**config.mk**
```make
export PLATFORM = sky130hd
export DESIGN_NAME = uart_rx_flat
export DESIGN_NICKNAME = d
export VERILOG_FILES = /design/src/rtl/uart_rx_if.sv /design/src/rtl/uart_rx.sv /design/src/flat_wrapper.sv
export SDC_FILE = /design/constraint.sdc
export NUM_CORES = 1
export LEC_CHECK = 0
export CAP_MARGIN = 0
export CORE_UTILIZATION = 35
export CTS_CLUSTER_DIAMETER = 200
export CTS_CLUSTER_SIZE = 28
export DETAILED_ROUTE_END_ITERATION = 10
export SETUP_SLACK_MARGIN = 0.4
export SYNTH_ARGS = -nofsm -noshare
export SYNTH_HDL_FRONTEND = slang
export SYNTH_SLANG_ARGS = --single-unit
```
**constraint.sdc**
```tcl
create_clock -name sclk -period 1.8 [get_ports sclk]
set_input_delay 0.18 -clock sclk [delete_from_list [all_inputs] [get_ports sclk]]
set_output_delay 0.18 -clock sclk [all_outputs]
set_load 0.02 [all_outputs]
```
**src/rtl/uart_rx_if.sv**
```systemverilog
// Host-side bundle of the UART receiver: baud strobe, serial line, parity
// configuration, read strobe and the received-byte status register.
interface uart_rx_if;
  logic       baud_clk;
  logic       rxd;
  logic       pen;
  logic       psel;
  logic       rd;
  logic [7:0] dout;
  logic       rdy;
  logic       perr;
  logic       ferr;
  logic       oerr;
  logic       busy;

  // Driver of the line/strobes and consumer of the byte register.
  modport master (
    output baud_clk, rxd, pen, psel, rd,
    input  dout, rdy, perr, ferr, oerr, busy
  );

  // The receiver itself.
  modport slave (
    input  baud_clk, rxd, pen, psel, rd,
    output dout, rdy, perr, ferr, oerr, busy
  );
endinterface

```
**src/rtl/uart_rx.sv**
```systemverilog
// UART receiver: 16x (OVS) oversampled deserialiser for 1 start bit,
// 8 data bits LSB first, optional even/odd parity and 1 stop bit.
// The received byte is held with parity/framing/overrun status until the
// host reads it with a single-cycle rd strobe.
module uart_rx #(
  parameter int OVS = 16
) (
  input  logic     sclk,
  input  logic     sclr_n,
  uart_rx_if.slave bus
);

  localparam int            TW       = $clog2(OVS);
  localparam logic [TW-1:0] CNT_MID  = TW'(OVS / 2 - 1);
  localparam logic [TW-1:0] CNT_LAST = TW'(OVS - 1);
  localparam logic [TW-1:0] CNT_ZERO = TW'(0);
  localparam logic [TW-1:0] CNT_ONE  = TW'(1);

  typedef enum logic [2:0] {
    IDLE   = 3'd0,
    START  = 3'd1,
    DATA   = 3'd2,
    PARITY = 3'd3,
    STOP   = 3'd4
  } state_t;

  // Even parity (XOR reduction) of a data byte.
  function automatic logic parity8(input logic [7:0] data);
    return ^data;
  endfunction

  state_t        state_r;
  logic          rxd_meta_r;
  logic          rxd_sync_r;
  logic          rxd_prev_r;
  logic [TW-1:0] cnt_r;
  logic [2:0]    bit_cnt_r;
  logic [7:0]    shift_r;
  logic          pen_r;
  logic          psel_r;
  logic          pbit_err_r;
  logic [7:0]    dout_r;
  logic          rdy_r;
  logic          perr_r;
  logic          ferr_r;
  logic          oerr_r;
  logic          busy_r;

  logic          fall_s;
  logic          tick_mid_s;
  logic          tick_last_s;
  logic          rd_ack_s;

  assign fall_s      = rxd_prev_r & ~rxd_sync_r;
  assign tick_mid_s  = bus.baud_clk & (cnt_r == CNT_MID);
  assign tick_last_s = bus.baud_clk & (cnt_r == CNT_LAST);
  assign rd_ack_s    = bus.rd & rdy_r;

  // Two-flop synchroniser for the asynchronous line plus a history flop for edge detection.
  always_ff @(posedge sclk or negedge sclr_n) begin
    if (!sclr_n) begin
      rxd_meta_r <= 1'b1;
      rxd_sync_r <= 1'b1;
      rxd_prev_r <= 1'b1;
    end else begin
      rxd_meta_r <= bus.rxd;
      rxd_sync_r <= rxd_meta_r;
      rxd_prev_r <= rxd_sync_r;
    end
  end

  // Frame FSM with tick/bit counters, shifter and the host-visible byte/status register.
  always_ff @(posedge sclk or negedge sclr_n) begin
    if (!sclr_n) begin
      state_r    <= IDLE;
      cnt_r      <= CNT_ZERO;
      bit_cnt_r  <= 3'd0;
      shift_r    <= 8'h00;
      pen_r      <= 1'b0;
      psel_r     <= 1'b0;
      pbit_err_r <= 1'b0;
      dout_r     <= 8'h00;
      rdy_r      <= 1'b0;
      perr_r     <= 1'b0;
      ferr_r     <= 1'b0;
      oerr_r     <= 1'b0;
      busy_r     <= 1'b0;
    end else begin
      // A host read of a held byte; a completing frame below takes precedence.
      if (rd_ack_s) begin
        rdy_r  <= 1'b0;
        oerr_r <= 1'b0;
      end

      case (state_r)
        IDLE: begin
          cnt_r     <= CNT_ZERO;
          bit_cnt_r <= 3'd0;
          // Only a genuine high-to-low edge starts a frame; a held-low line does not.
          if (fall_s) begin
            state_r <= START;
            busy_r  <= 1'b1;
          end
        end

        START: begin
          if (tick_mid_s) begin
            cnt_r <= CNT_ZERO;
            if (!rxd_sync_r) begin
              state_r   <= DATA;
              bit_cnt_r <= 3'd0;
              pen_r     <= bus.pen;
              psel_r    <= bus.psel;
            end else begin
              // Glitch shorter than half a bit: drop it silently.
              state_r <= IDLE;
              busy_r  <= 1'b0;
            end
          end else if (bus.baud_clk) begin
            cnt_r <= cnt_r + CNT_ONE;
          end
        end

        DATA: begin
          if (tick_last_s) begin
            shift_r <= {rxd_sync_r, shift_r[7:1]};
            cnt_r   <= CNT_ZERO;
            if (bit_cnt_r == 3'd7) begin
              state_r <= pen_r ? PARITY : STOP;
            end else begin
              bit_cnt_r <= bit_cnt_r + 3'd1;
            end
          end else if (bus.baud_clk) begin
            cnt_r <= cnt_r + CNT_ONE;
          end
        end

        PARITY: begin
          if (tick_last_s) begin
            pbit_err_r <= rxd_sync_r ^ parity8(shift_r) ^ psel_r;
            cnt_r      <= CNT_ZERO;
            state_r    <= STOP;
          end else if (bus.baud_clk) begin
            cnt_r <= cnt_r + CNT_ONE;
          end
        end

        STOP: begin
          if (tick_last_s) begin
            dout_r  <= shift_r;
            ferr_r  <= ~rxd_sync_r;
            perr_r  <= pen_r & pbit_err_r;
            rdy_r   <= 1'b1;
            // A read in the completion cycle retires the old byte, so no overrun.
            if (bus.rd) begin
              oerr_r <= 1'b0;
            end else if (rdy_r) begin
              oerr_r <= 1'b1;
            end else begin
              oerr_r <= oerr_r;
            end
            cnt_r   <= CNT_ZERO;
            state_r <= IDLE;
            busy_r  <= 1'b0;
          end else if (bus.baud_clk) begin
            cnt_r <= cnt_r + CNT_ONE;
          end
        end

        default: begin
          state_r <= IDLE;
          cnt_r   <= CNT_ZERO;
          busy_r  <= 1'b0;
        end
      endcase
    end
  end

  assign bus.dout = dout_r;
  assign bus.rdy  = rdy_r;
  assign bus.perr = perr_r;
  assign bus.ferr = ferr_r;
  assign bus.oerr = oerr_r;
  assign bus.busy = busy_r;

endmodule
```
**src/flat_wrapper.sv**
```systemverilog
// flat-port wrapper written by rule: the top's interface ports become plain ports
module uart_rx_flat 
#(
  parameter int OVS = 16
)
  (sclk, sclr_n, bus_baud_clk, bus_rxd, bus_pen, bus_psel, bus_rd, bus_dout, bus_rdy, bus_perr, bus_ferr, bus_oerr, bus_busy);
  uart_rx_if bus_i ();
  input  logic sclk;
  input  logic sclr_n;
  input wire logic [$bits(bus_i.baud_clk)-1:0] bus_baud_clk;
  input wire logic [$bits(bus_i.rxd)-1:0] bus_rxd;
  input wire logic [$bits(bus_i.pen)-1:0] bus_pen;
  input wire logic [$bits(bus_i.psel)-1:0] bus_psel;
  input wire logic [$bits(bus_i.rd)-1:0] bus_rd;
  output wire logic [$bits(bus_i.dout)-1:0] bus_dout;
  output wire logic [$bits(bus_i.rdy)-1:0] bus_rdy;
  output wire logic [$bits(bus_i.perr)-1:0] bus_perr;
  output wire logic [$bits(bus_i.ferr)-1:0] bus_ferr;
  output wire logic [$bits(bus_i.oerr)-1:0] bus_oerr;
  output wire logic [$bits(bus_i.busy)-1:0] bus_busy;
  assign bus_i.baud_clk = bus_baud_clk;
  assign bus_i.rxd = bus_rxd;
  assign bus_i.pen = bus_pen;
  assign bus_i.psel = bus_psel;
  assign bus_i.rd = bus_rd;
  assign bus_dout = bus_i.dout;
  assign bus_rdy = bus_i.rdy;
  assign bus_perr = bus_i.perr;
  assign bus_ferr = bus_i.ferr;
  assign bus_oerr = bus_i.oerr;
  assign bus_busy = bus_i.busy;
  uart_rx #(.OVS(OVS)) u_core (.sclk(sclk), .sclr_n(sclr_n), .bus(bus_i));
endmodule
```
# After elaboration in Yosys (flattened, before gate mapping)
# Index checks and enable logic that the tools add are counted.
# op_classes
add_sub_neg,2
n_eq_ne,17
mux,31
n_bitwise,9
reduce_logical,12
# ops
operator,n
2-to-1 mux 3 bit,11
case mux 3 bit (5 select lines),1
inequality test 2 x 1 -> 1 bit (second input constant),7
2-to-1 mux 1 bit,12
2-to-1 mux 4 bit,3
AND reduction 5 bit,2
case mux 3 bit (3 select lines),1
case mux 4 bit (2 select lines),1
parity 8 bit,1
equality test 3 x 2 -> 1 bit (second input constant),2
equality test 3 bit (second input constant),2
AND reduction 2 bit,3
AND reduction 6 bit,1
bitwise AND 1 bit,5
adder 4 x 1 -> 4 bit (second input constant),1
equality test 4 x 3 -> 1 bit (second input constant),1
equality test 4 bit (second input constant),1
inequality test 2 bit (second input constant),2
inequality test 4 x 3 -> 1 bit (second input constant),1
case mux 1 bit (4 select lines),1
adder 3 x 1 -> 3 bit (second input constant),1
equality test 3 x 1 -> 1 bit (second input constant),1
logical NOT 3 bit,1
AND reduction 3 bit,1
other kinds (6),8
# totals
ff_bits,37
input_bits,7
out_inout_bits,13
word_cells,87

# Longest topological paths before layout
# Gate-level depths: netlist of run 1.
# logic_depth
depth_word,4
depth_mapped,7
ltp_nobuf,5

# Worst setup path before layout of run 1
# No wires, ideal clock.
# synth_timing
path_type,flip-flop to flip-flop
from,register u_core.cnt_r[0]
to,register u_core.pen_r
setup_time_ns,0.125
arrival_ns,1.730
required_ns,1.675
setup_slack_ns,-0.055
path_stages_with_launch,6
n_path_buf,0
period_less_slack_ns,1.855
path_cell_list,dfrtp_1 > ha_1 > nand3_1 > or4_1 > or3_4 > mux2_4
# synth_via
elab_chain_len,3
# synth_lines
item,line,source
from (decl),uart_rx.sv:36,logic [TW-1:0] cnt_r;
from (signal assigned),uart_rx.sv:120,cnt_r <= cnt_r + CNT_ONE;
from (signal assigned),uart_rx.sv:134,cnt_r <= cnt_r + CNT_ONE;
from (signal assigned),uart_rx.sv:144,cnt_r <= cnt_r + CNT_ONE;
equality test 4 x 3 -> 1 bit,uart_rx.sv:55,assign tick_mid_s = bus.baud_clk & (cnt_r == CNT_MID);
bitwise AND 1 bit,uart_rx.sv:55,
AND reduction 3 bit (no line),--,
to (signal assigned),uart_rx.sv:112,pen_r <= bus.pen;
to (decl),uart_rx.sv:39,logic pen_r;
# No other way between the ends.
# A chain may end at the register's enable or synchronous reset.

# Worst setup path in the final report of run 1
# layout_timing
from,register u_core.cnt_r[1]
to,register u_core.psel_r
# layout_via
elab_chain_len,3
# layout_lines
item,line,source
equality test 4 x 3 -> 1 bit,uart_rx.sv:55,
bitwise AND 1 bit,uart_rx.sv:55,
AND reduction 3 bit (no line),--,
to (signal assigned),uart_rx.sv:113,psel_r <= bus.psel;
to (decl),uart_rx.sv:40,logic psel_r;
# No other way between the ends.

==> impl_metrics.json, run 1 <==
{
  "status": "finished, violations left",
  "violations": "DRC, setup timing",
  "via_count": 1225,
  "cp_top_family": "simple AND/OR/NAND/NOR gates",
  "root_buffer": "clkbuf_8",
  "yosysWarnings": 0,
  "die_y_microns": 71.19,
  "post-route-drc-count": 1,
  "cts.sinks": 37,
  "yosysSeqAreaShare_pct": 55.49,
  "worstMarginPinSlew_ns": 0.5055,
  "antenna_cells": 0,
  "layout_common_cells": "34 x dfrtp_1, 24 x buf_4, 22 x mux2_4",
  "seq_area_sq_um": 929.6,
  "worst_r2r_endpoint": "u_core.psel_r$_DFFE_PN0P_",
  "path_max_fanout": 3,
  "fmax_mhz": 529.0,
  "grt_pass1_wl_mm": 6.706,
  "core_area_sq_mm": 0.004474,
  "ys_types": 35,
  "setup_viol": 5,
  "rsz0062_at_grt": "yes",
  "final_nets": 194,
  "synthCells": 136,
  "clk_pin_slew_ns": 0.07,
  "numCtsBuffers": 5,
  "insertion_delay_ns": 0.29,
  "slowest_delay_ns": 0.45,
  "maxSlewHeadroom_pct": 66.04,
  "path_cells": "ha_4 > nand3_4 > or4_4 > or3_4 > mux2_4",
  "slew_viol_final": 0,
  "finClkSkew_ns": 0.003474,
  "wire_per_inst_microns": 16.89,
  "min_path_type": "in2async",
  "drt-initial-drc-count": 52,
  "fin_crit_ns": 1.890,
  "drtPass1Iterations": 7,
  "drt-total-wl_mm": 4.004,
  "portBuffers": 19,
  "synthesis.nets": 146,
  "cts_hold_buffers": 0,
  "cp.required_ns": 1.98,
  "grt_util_met2_pct": 29.21,
  "drtAntennaViolNets": 0,
  "ff2ff_path_depth": 5,
  "place.gp.congestion": 0.9213,
  "cp.depth": 5,
  "die_area_sq_mm": 0.005067,
  "finalPower_mw": 2.529,
  "avgSynthCellArea_sq_um": 12.32,
  "die_w_microns": 71.19,
  "fin_ws_ns": -0.09041,
  "end_kind": "flip-flop",
  "initial_core_util_pct": 37.44,
  "drv_cap": 0,
  "grt_usage_pct": 17.51,
  "cts_buffer_depth": 2,
  "grt_pass1_vias": 1358,
  "timing.final.hold_violations": 0,
  "synth-seq-cells": 37,
  "r2r-start": "u_core.cnt_r[1]$_DFF_PN0_",
  "leakage_nw": 1.231,
  "worstPathArrival_ns": 2.07,
  "cts-htree-levels": 2,
  "rows": 24,
  "grt_use_met1_pct": 20.86,
  "multi_input_area_sq_um": 982.2,
  "gr-total-overflow": 0,
  "p_per_area_mw_per_mm2": 1008,
  "antenna_found_initial": 0,
  "place_inst": 215,
  "top_usage_layer": "met2",
  "min_period_over_period_pct": 105.0,
  "met3_usage_pct": 5.271,
  "layout_commonest_cell": "dfrtp_1",
  "startpoint_type": "flip-flop",
  "setup.worst_path.class": "reg2reg",
  "grt_max_degree": 38,
  "areaGrowthSynthToFinish_pct": 49.74,
  "crit_buf_inv": 0,
  "syn-cell-area_sq_mm": 0.001675,
  "dp_hpwl_mm": 2.455,
  "layout.cells.non_filler": 237,
  "ir_drop_uv": 655.9,
  "drt-vias-per-instance": 5.169,
  "crit_slowest_cell": "or4_4",
  "r2r_slack_ns": -0.09,
  "drive_gt1_share_pct": 44.86,
  "fillerInstances": 361,
  "io-pin-count": 20,
  "tritoncts": "yes"
}
==> what timing repair did <==
item | CTS | global route
endpoints found under the setup margin | 46 | 33
buffers inserted | 9 | 4
pin swaps | 8 | 8
gates cloned | 1 | 0
resized for setup | 42 | 12
==> flip-flops by register name (all words and copies together) (netlist names) <==
name	count
u_core.rxd_sync_r	1
u_core.bus.rdy	1
u_core.bus.ferr	1
u_core.cnt_r	4
u_core.rxd_meta_r	1
u_core.rxd_prev_r	1
u_core.psel_r	1
u_core.pen_r	1
u_core.bus.oerr	1
u_core.shift_r	8
u_core.bus.busy	1
u_core.bus.dout	8
u_core.bus.perr	1
u_core.state_r	3
u_core.pbit_err_r	1
u_core.bit_cnt_r	3
==> worst reg2reg max path, cell delays in order (launching register included) <==
cell and delay (ns):
dfrtp_1 0.40, ha_4 0.18, nand3_4 0.07, or4_4 0.45
or3_4 0.38, mux2_4 0.31
==> logic make-up (layout without fill, tap and decap cells) <==
| group | count (synthesis) | in the layout | synth area share [%] |
|---|---|---|---|
| multiplexers | 23 | 23 | 15.83 |
| flip-flops | 37 | 37 | 55.49 |
| adder cells (fa/ha/maj) | 3 | 3 | 2.241 |
| AND/OR/NAND/NOR | 38 | 39 | 12.02 |
| AO/OA/AOI/OAI | 14 | 14 | 5.451 |
| buffers and inverters | 10 | 58 | 2.389 |
| XOR/XNOR | 11 | 11 | 6.572 |
==> report_power, final <==
| part | leakage [nW] | internal (mW) | switching, mW |
|---|---|---|---|
| Clock | 0.0585 | 0.452 | 0.291 |
| Sequential | 0.493 | 0.929 | 0.0938 |
| Combinational | 0.680 | 0.390 | 0.373 |
==> synthesized netlist by cell type <==
master	number	area share, %
a2111oi_0	1	0.52
a211o_1	1	0.52
a21oi_1	1	0.30
a31oi_1	2	0.75
and3_1	3	1.1
and4_1	1	0.52
buf_2	2	0.60
clkbuf_1	4	0.90
dfrtp_1	34	51
dfstp_2	3	4.7
ha_1	3	2.2
inv_1	4	0.90
mux2_1	1	0.67
mux2_2	19	13
mux2_4	2	1.8
mux2i_1	1	0.60
nand2_1	10	2.2
nand3_1	5	1.5
nand4_1	2	0.75
nor2_1	8	1.8
nor2b_1	1	0.37
nor3_1	1	0.30
nor3b_1	1	0.45
nor3b_2	1	0.75
nor4_1	1	0.37
o21ai_0	6	1.8
o31ai_1	2	0.90
o41a_1	1	0.67
or2_2	1	0.37
or3_1	1	0.37
or3_4	1	0.67
or4_1	1	0.45
xnor2_1	8	4.2
xnor3_1	1	1.3
xor2_1	2	1.0
==> area by class of cell <==
type | instances | area share (%)
Multi-Input combinational cell | 90 | 39.15
Sequential cell | 37 | 37.06
Timing Repair Buffer | 46 | 15.96
Clock buffer | 7 | 3.441
Tap cell | 52 | 2.594
Clock inverter | 1 | 1.197
Inverter | 4 | 0.5985
==> metal layers <==
metal / vias to the layer above / share of wire (%)
met4: 0 / 1.9
li1: 573 / -
met1: 620 / 43
met2: 23 / 51
met3: 9 / 3.6
met5: - / 0
==> worst max-delay path by stage <==
stage	startpoint	to	slack [ns]
floorplan	u_core.cnt_r[0]$_DFF_PN0_	u_core.pen_r$_DFFE_PN0P_	-0.05
global placement	bus_baud_clk	u_core.bit_cnt_r[1]$_DFFE_PN0P_	-0.24
detailed placement	bus_baud_clk	u_core.bit_cnt_r[1]$_DFFE_PN0P_	-0.27
CTS	u_core.cnt_r[0]$_DFF_PN0_	u_core.psel_r$_DFFE_PN0P_	-0.12
global route	u_core.cnt_r[0]$_DFF_PN0_	u_core.psel_r$_DFFE_PN0P_	-0.15
finish	u_core.cnt_r[1]$_DFF_PN0_	u_core.psel_r$_DFFE_PN0P_	-0.09
==> per-stage QoR <==
step                area (sq um)  setup TNS, ns  setup slack (ns)  utilization, %  hold WS (ns)
CTS                         2416        -0.3199           -0.1194           54.00        0.2764
detailed placement          2091         -2.819           -0.2693           46.73        0.3492
finish                      2509        -0.3377          -0.09041           56.07        0.2897
global placement            2091         -2.413           -0.2435           46.73        0.3464
global route                2509        -0.6447           -0.1498           56.07        0.2876
floorplan                   1777        -0.2249          -0.05017               -       -0.1156
Note: power is estimated with default switching activity, not from simulation.
==> run 2: changes to the inputs <==
Settings changed: CTS_CLUSTER_SIZE 28 to 14.
==> results of run 2 <==
The final DEF is identical to that of run 1; final timing and power are the same.
